===== src/rtl/blink_rate_ctrl.sv =====
// Blink rate controller: two debounced active-low keys step a saturating 3-bit
// rate index that selects the half-period of a one-cycle tick and a toggling led.
module blink_rate_ctrl #(
  parameter int unsigned CLK_HZ          = 50_000_000,
  parameter int unsigned DEBOUNCE_CYCLES = 1_000_000,
  parameter int unsigned RATE_DEFAULT    = 3
) (
  input  logic       clk,
  input  logic       rst_n,
  input  logic       key_up_n,
  input  logic       key_dn_n,
  output logic       tick,
  output logic       led,
  output logic [2:0] rate_idx
);

  localparam int unsigned     DB_W     = $clog2(DEBOUNCE_CYCLES);
  localparam logic [DB_W-1:0] DB_LAST  = DB_W'(DEBOUNCE_CYCLES - 1);
  localparam logic [31:0]     CLK_HZ_U = 32'(CLK_HZ);
  localparam logic [2:0]      RATE_RST = 3'(RATE_DEFAULT);

  // Bit 0 is the up key, bit 1 the down key throughout.
  logic [1:0]      w_key_n;
  logic [1:0]      r_sync1;
  logic [1:0]      r_sync2;
  logic [1:0]      r_stable;
  logic [1:0]      r_stable_d;
  logic [1:0]      r_press;
  logic [DB_W-1:0] r_db_cnt [2];

  logic [2:0]      r_rate_idx;
  logic [2:0]      w_rate_next;
  logic            w_rate_chg;
  logic [31:0]     r_count;
  logic [31:0]     w_terminal;
  logic            r_tick;
  logic            r_led;

  assign w_key_n = {key_dn_n, key_up_n};

  // NOTE: sequential state uses non-blocking assignments so every flop samples
  // the pre-edge value of its source, giving the intended one-cycle pipeline.
  always_ff @(posedge clk or negedge rst_n) begin
    if (!rst_n) begin
      r_sync1    <= '1;
      r_sync2    <= '1;
      r_stable   <= '1;
      r_stable_d <= '1;
      r_press    <= '0;
      // NOTE: the counter array is a handful of flops, not a RAM, so it takes
      // the async reset like any other register.
      for (int k = 0; k < 2; k++) r_db_cnt[k] <= '0;
    end else begin
      r_sync1    <= w_key_n;
      r_sync2    <= r_sync1;
      r_stable_d <= r_stable;
      r_press    <= r_stable_d & ~r_stable;
      for (int k = 0; k < 2; k++) begin
        if (r_sync2[k] == r_stable[k]) begin
          r_db_cnt[k] <= '0;
        end else if (r_db_cnt[k] == DB_LAST) begin
          r_stable[k] <= r_sync2[k];
          r_db_cnt[k] <= '0;
        end else begin
          r_db_cnt[k] <= r_db_cnt[k] + DB_W'(1);
        end
      end
    end
  end

  // NOTE: default first, so every path assigns w_rate_next and no latch forms.
  always_comb begin
    w_rate_next = r_rate_idx;
    case (r_press)
      2'b01:   if (r_rate_idx != 3'd7) w_rate_next = r_rate_idx + 3'd1;
      2'b10:   if (r_rate_idx != 3'd0) w_rate_next = r_rate_idx - 3'd1;
      default: w_rate_next = r_rate_idx;
    endcase
  end

  // A press that saturates leaves the index alone and so does not restart the period.
  assign w_rate_chg = (w_rate_next != r_rate_idx);
  assign w_terminal = (CLK_HZ_U >> r_rate_idx) - 32'd1;

  always_ff @(posedge clk or negedge rst_n) begin
    if (!rst_n) begin
      r_rate_idx <= RATE_RST;
      r_count    <= '0;
      r_tick     <= 1'b0;
      r_led      <= 1'b0;
    end else begin
      r_rate_idx <= w_rate_next;
      if (w_rate_chg) begin
        r_count <= '0;
        r_tick  <= 1'b0;
      end else if (r_count == w_terminal) begin
        r_count <= '0;
        r_tick  <= 1'b1;
        r_led   <= ~r_led;
      end else begin
        r_count <= r_count + 32'd1;
        r_tick  <= 1'b0;
      end
    end
  end

  assign tick     = r_tick;
  assign led      = r_led;
  assign rate_idx = r_rate_idx;

endmodule


===== config.mk =====
export PLATFORM = sky130hd
export DESIGN_NAME = blink_rate_ctrl
export DESIGN_NICKNAME = d
export VERILOG_FILES = /design/src/rtl/blink_rate_ctrl.sv
export SDC_FILE = /design/constraint.sdc
export NUM_CORES = 1
export LEC_CHECK = 0
export CAP_MARGIN = 0
export CORE_ASPECT_RATIO = 1.2
export CORE_UTILIZATION = 43
export DETAILED_ROUTE_END_ITERATION = 10
export HOLD_SLACK_MARGIN = 0.15
export PLACE_DENSITY = 0.62
export RECOVER_POWER = 100
export SKIP_CTS_REPAIR_TIMING = 1
export SLEW_MARGIN = 10
export SYNTH_ARGS = -nofsm -noshare
export SYNTH_HDL_FRONTEND = slang
export SYNTH_SLANG_ARGS = --single-unit

===== constraint.sdc =====
create_clock -name clk -period 7.1 [get_ports clk]
set_input_delay 1.42 -clock clk [delete_from_list [all_inputs] [get_ports clk]]
set_output_delay 1.42 -clock clk [all_outputs]
set_load 0.02 [all_outputs]

==> flow_summary_export.csv <==
group,metric,value,unit
cts,h-tree-depth,3,
outcome,status,"finished, violations left",
cells_and_area,multi_input_area,2760,µm²
synthesis,yosys_warnings,0,
setup_path,cp_top_family,"simple AND/OR/NAND/NOR gates",
cts,cts_buffer_depth,2,
cells_and_area,final_area,5600,µm²
cells_and_area,num_antenna_cells,0,
placement,portBuffers,8,
cts,cts_tree,"done",
hold_path,holdPathStages,0,
synthesis,synthFlopType,"dfrtp_1",
synthesis,yosysSeqAreaShare,42.4,%
synthesis,synth_seq_cells,87,
route,wl,10.7,mm
timing,post-route-period-util,66.2,%
grt,grt_pass1_vias,3792,
cts,cts-root-buf,"clkbuf_16",
timing,max_freq,0.213,GHz
die,die_x,102,µm
die,die_area,12500,µm²
route,vias,3868,
setup_path,crit_arrival,4880,ps
route,first_pass_iters,4,
die,die_h,122,µm
timing,maxSlewViolCount,41,
grt,grt_pass1_wl,18.3,mm
synthesis,synthCells,557,
timing,maxSlewHeadroom,-9.85,%
synthesis,avgSynthCellArea,9.28,µm²
setup_path,critical_path_class,"reg -> reg",
route,m1WireLength,4.80,mm
hold_path,hold_start,"r_sync1[0]",
outcome,violations,"capacitance limit, slew limit",
synthesis,synth.area.top_cells,"dfrtp_1 37%, xnor2_1 6.8%, nor2_1 6.8%",
cts,cts.sinks,87,
die,coreArea,11600,µm²
timing,period_needed,4700,ps
route,postRouteAntennaNets,0,
timing,tns,0,ps
setup_path,crit_chain,"clkbuf_1, nand2_1, ha_1, nor3b_1, nand3_1, xnor2_1, or4_1, nor4_1, a21bo_1, nor2_1",
setup_path,cp-start-kind,"flip-flop",
placement,dpl_cell_area,5310,µm²
cells_and_area,final.fill_count,1133,
timing,tightestPinTransition,1650,ps
timing,fin_skew,9.88,ps
setup_path,required,7280,ps
cells_and_area,finish.utilization,48.2,%
cells_and_area,area_growth,8.45,%
grt,grt_max_degree,77,
setup_path,slowest_stage,"clkbuf_1",
grt,overflow,0,
setup_path,reg2reg_setup_slack,2400,ps
cts,cts.clk_slew.worst_paths,70,ps
die,num_rows,43,
synthesis,syn_area,5170,µm²
grt,globalRouteTotalUtil,19.0,%
route,first_iter_violations,270,
cells_and_area,nets,573,
timing,rsz0062_at_grt,"no",
setup_path,reg2reg_from,"rate_idx[2]",
synthesis,syn-num-nets,578,
setup_path,reg2regPathDepth,10,
pwr,powerDensity,180,nW/µm²
hold_path,min_path_type,"reg -> reg",
route,drc,0,
job,max_cap_viol_count,1,
route,highest_layer,"met4",
setup_path,crit_fanout,40,
placement,detailed_place_hpwl,7.39,mm
setup_path,startpoint,"rate_idx[2]",
synthesis,async_flop_share,100,%
setup_path,cp.depth,10,
pwr,ir_drop,105,µV
timing,hold_viol,0,
cts,cts_buffers,9,
placement,routabilityCongestion,0.882,
timing,finalSetupViolCount,0,
die,start_util,44.5,%
setup_path,slowest_delay,1190,ps
synthesis,synth-edff-count,0,
pwr,leakagePower,2.42,nW
setup_path,path_buf_inv,1,
synthesis,synth_top_cell_by_area,"dfrtp_1",
die,ios,9,
route,met2_length,5.25,mm
pwr,total_power,1.01,mW
grt,antenna_found_initial,0,
cts,clkLatencyLatePin,340,ps
cells_and_area,seqCellArea,2190,µm²
route,dr_wl_met3,333,µm
route,vias_per_cell,5.42,
cells_and_area,drive_gt1_share,5.92,%
setup_path,end_kind,"flip-flop",
synthesis,netlist.area_leader.share,37.3,%
synthesis,synth.distinct_cells,59,
route,routedWlPerCell,15.0,µm
metrics by stage:
stage,setup slack [ps],instances,hold slack (ps)
after floorplan,3700,557,345
after CTS,3180,714,356
after detailed placement,3180,698,347
final,2400,714,357
after global routing,1890,714,365
after global placement,3250,698,346
final timing paths:
| kind | end |
|---|---|
| worst max-delay path | r_count[20] |
| min in group asynchronous | rate_idx[2] |
| worst min-delay path | r_sync2[0] |
| worst max register to register | r_count[20] |
| worst min register to register | r_sync2[0] |
| max in group asynchronous | r_press[1] |
worst reg2reg max path, cell delays in order (launching register included):
cell and delay (ps):
dfrtp_1 320, clkbuf_1 1190, nand2_1 410, ha_1 400
nor3b_1 190, nand3_1 130, xnor2_1 70, or4_1 500
nor4_1 350, a21bo_1 830, nor2_1 150
synth_stat cells (10+ instances only):
cell type  count
and3_1        14
nand3_1       27
xor2_1        37
inv_1         16
o21ai_0       18
nor4bb_1      12
xnor2_1       40
nand4_1       13
nand2_1       35
ha_1          17
clkbuf_1      15
dfrtp_1       77
dfstp_2       10
nor2b_1       12
nor3_1        12
nor2_1        93
a21oi_1       14
registers in the layout, summed over array words and instances, names as in the netlist:
name        flops
r_sync1         2
r_press         2
r_db_cnt       40
r_count        32
r_stable_d      2
led             1
r_stable        2
tick            1
rate_idx        3
r_sync2         2
power breakdown:
part | switching (mW) | total [mW] | internal (mW)
sequential | 0.00326 | 0.504 | 0.501
clock | 0.201 | 0.485 | 0.284
combinational | 0.0156 | 0.0201 | 0.00449
kinds of logic after synthesis:
| family | synth area share (%) |
|---|---|
| AO/OA/AOI/OAI | 8.74 |
| XOR/XNOR | 13.8 |
| adder cells (fa/ha/maj) | 4.12 |
| buffers and inverters | 3.97 |
| flip-flops | 42.4 |
| multiplexers | 0.848 |
| AND/OR/NAND/NOR | 26.1 |
cell usage in the layout, fill, tap and decap left out, types with 3 or more instances in the layout:
cell and instances:
nor2_1 93, dfrtp_1 77, xnor2_1 40, xor2_1 37, nand2_1 35, nand3_1 27
o21ai_0 18, ha_1 17, inv_1 16, and3_1 15, a21oi_1 14, nand4_1 13
nor3_1 12, nor4bb_1 12, nor2b_1 12, nor4_1 9, or3_1 9, clkbuf_16 9
dfstp_2 7, dlygate4sd3_1 6, nor4b_1 5, and4_1 5, a211oi_1 4, a31oi_1 4
nand2b_1 3, mux2_2 3, o31ai_1 3, dfstp_1 3
layout make-up:
class / count / share of cell area [%]
Tap cell: 157 / 3.51
Inverter: 17 / 1.14
Clock buffer: 10 / 4.27
Timing Repair Buffer: 10 / 1.52
Sequential cell: 87 / 39.1
Multi-Input combinational cell: 427 / 49.3
Clock inverter: 6 / 1.23
layer usage:
metal / vias to the layer above / track usage [%]
li1: 1921 / -
met1: 1868 / 24.0
met2: 54 / 30.8
met3: 25 / 4.42
met4: 0 / 8.21
met5: - / 0
No activity file was read; power rests on OpenSTA's default activity.
==> patch: new RTL, same flow settings <==
Reset style: synchronous (`rst_n`), changed in 2 clocked blocks. Comments in the files are not updated.
--- a/src/rtl/blink_rate_ctrl.sv
+++ b/src/rtl/blink_rate_ctrl.sv
@@ -42,3 +42,3 @@
   // the pre-edge value of its source, giving the intended one-cycle pipeline.
-  always_ff @(posedge clk or negedge rst_n) begin
+  always_ff @(posedge clk) begin
     if (!rst_n) begin
@@ -84,3 +84,3 @@
 
-  always_ff @(posedge clk or negedge rst_n) begin
+  always_ff @(posedge clk) begin
     if (!rst_n) begin
Check against the original RTL: same outputs for any inputs over 10 cycles, from zero or initial values and one cycle with rst_n low; that may be too few to reach the edited logic, so the function may still have changed.
==> patch against the unedited design <==
The flow still finishes with violations (max-capacitance violations, max-slew violations). Cell area rose by 2.7%. Largest cell class unchanged. Critical endpoint is now r_count[22]$_SDFF_PP0_. Worst setup slack got worse by 0.085 ns. Sequential cell count unchanged. Routed wire length is 3.4% lower. Sequential power is 8.9% higher. Area after synthesis about the same. Count of clock-buffer cells in the layout increased by 2. Clock skew fell by 0.0026 ns. Global-route usage is 0.85 points lower. Non-clock buffer count shrank 1. Power grew 3.6%. First-iteration DRC count fell by 18%. Clock power fell by 4%.
==> patch: results (changes against the unedited design) <==
metric;value;unit;change
yosys-mux-area-fraction;2.57;%;+1.7 points
synthCells;565;;+1.4%
clockPowerShare;44.7;%;-3.4 points
slew_headroom;-45.0;%;-35 points
cp_top_family;buffers and inverters;;
maxCapViolCount;1;;unchanged
worst_slack;2.32;ns;-0.0845 ns
nFillCells;1150;;+1.5%
pre_cts_ws;3.19;ns;+0.0103 ns
synth.distinct_cells;60;;+1.7%
grt_util_met3;3.50;%;-0.92 points
finalPower;1.05;mW;+3.6%
p_sw;229;µW;+4.1%
met1_usage;24.4;%;+0.42 points
path_max_fanout;52;;+30%
arrival;4.97;ns;+0.09 ns
max_stage_delay;1.55;ns;+0.36 ns
drtIter0Drc;221;;-18%
peakVddDrop;0.0000907;V;-13%
synth_area_leaders;edfxtp_1 23%, dfxtp_1 18%, xor2_1 8.1%;;
finalNetCount;621;;+8.4%
slew_violations;53;;+29%
p_leak;2.15;nW;-11%
grtUsageMet2;29.0;%;-1.8 points
violations;max-capacitance violations, max-slew violations;;
routed-wl-met2;4940;µm;-6.0%
grt_max_degree;53;;-31%
wl_per_cell;13.6;µm;-9.4%
ys.flop_type;dfxtp_1;;
p_seq;549;µW;+8.9%
status;finished, violations left;;
drive_gt1_share;3.47;%;-2.5 points
placed_area;5460;µm²;+2.8%
async_reset_ff_share;0;%;-100 points
grt_pass1_vias;3662;;-3.4%
synth-edff-count;40;;+40
wl_met1;4860;µm;+1.1%
vias;3910;;+1.1%
routabilityCongestion;0.912;;+3.4%
drt-total-wl;10300;µm;-3.4%
synth_xor_xnor_area_share;15.3;%;+1.5 points
synthTopCellsByCount;99 x nor2_1, 48 x xor2_1, 47 x dfxtp_1;;
synthAdderAreaFrac;4.12;%;about the same
grtUsageTotal;18.1;%;-0.85 points
wl_met3;387;µm;+16%
worstSetupEndpoint;r_count[22]$_SDFF_PP0_;;
## patch: cell count changes in the layout (fill, tap and decap cells not counted), moves of 7 or more
cell      delta
mux2i_1     +10
conb_1      +40
o21ai_0     -11
nor4bb_1    -12
nand2b_1     +8
dfstp_2      -7
xor2_1      +11
dfrtp_1     -77
edfxtp_1    +40
dfxtp_1     +47
## patch: cell families (layout without fill, tap and decap cells)
| kind of cell | count (synthesis) | count (layout) |
|---|---|---|
| compound gates | 52 | 52 |
| flops | 87 | 87 |
| simple gates | 266 | 266 |
| mux | 13 | 13 |
| other cells | 1 | 40 |
| fa+ha+maj | 17 | 17 |
| buf+inv | 44 | 45 |
| xor+xnor | 85 | 85 |
## patch: final cells by class
| class | instances | area (µm²) | share of cell area, % |
|---|---|---|---|
| Sequential cell | 87 | 2140 | 37.2 |
| Tap cell | 157 | 196 | 3.41 |
| Clock inverter | 4 | 27.5 | 0.478 |
| Multi-Input combinational cell | 473 | 2960 | 51.5 |
| Clock buffer | 12 | 268 | 4.65 |
| Timing Repair Buffer | 9 | 83.8 | 1.46 |
| Inverter | 20 | 75.1 | 1.30 |
## patch: worst min-delay path by stage
stage	slack, ns	from	endpoint	depth (start not counted)
finish	0.40	r_sync1[1]$_SDFF_PN1_	r_sync2[1]$_SDFF_PN1_	1
global route	0.42	r_sync1[1]$_SDFF_PN1_	r_sync2[1]$_SDFF_PN1_	1
CTS	0.41	r_sync1[1]$_SDFF_PN1_	r_sync2[1]$_SDFF_PN1_	1
detailed placement	0.40	r_sync1[1]$_SDFF_PN1_	r_sync2[1]$_SDFF_PN1_	1
global placement	0.39	r_sync1[1]$_SDFF_PN1_	r_sync2[1]$_SDFF_PN1_	1
floorplan	0.39	r_sync1[0]$_SDFF_PN1_	r_sync2[0]$_SDFF_PN1_	1
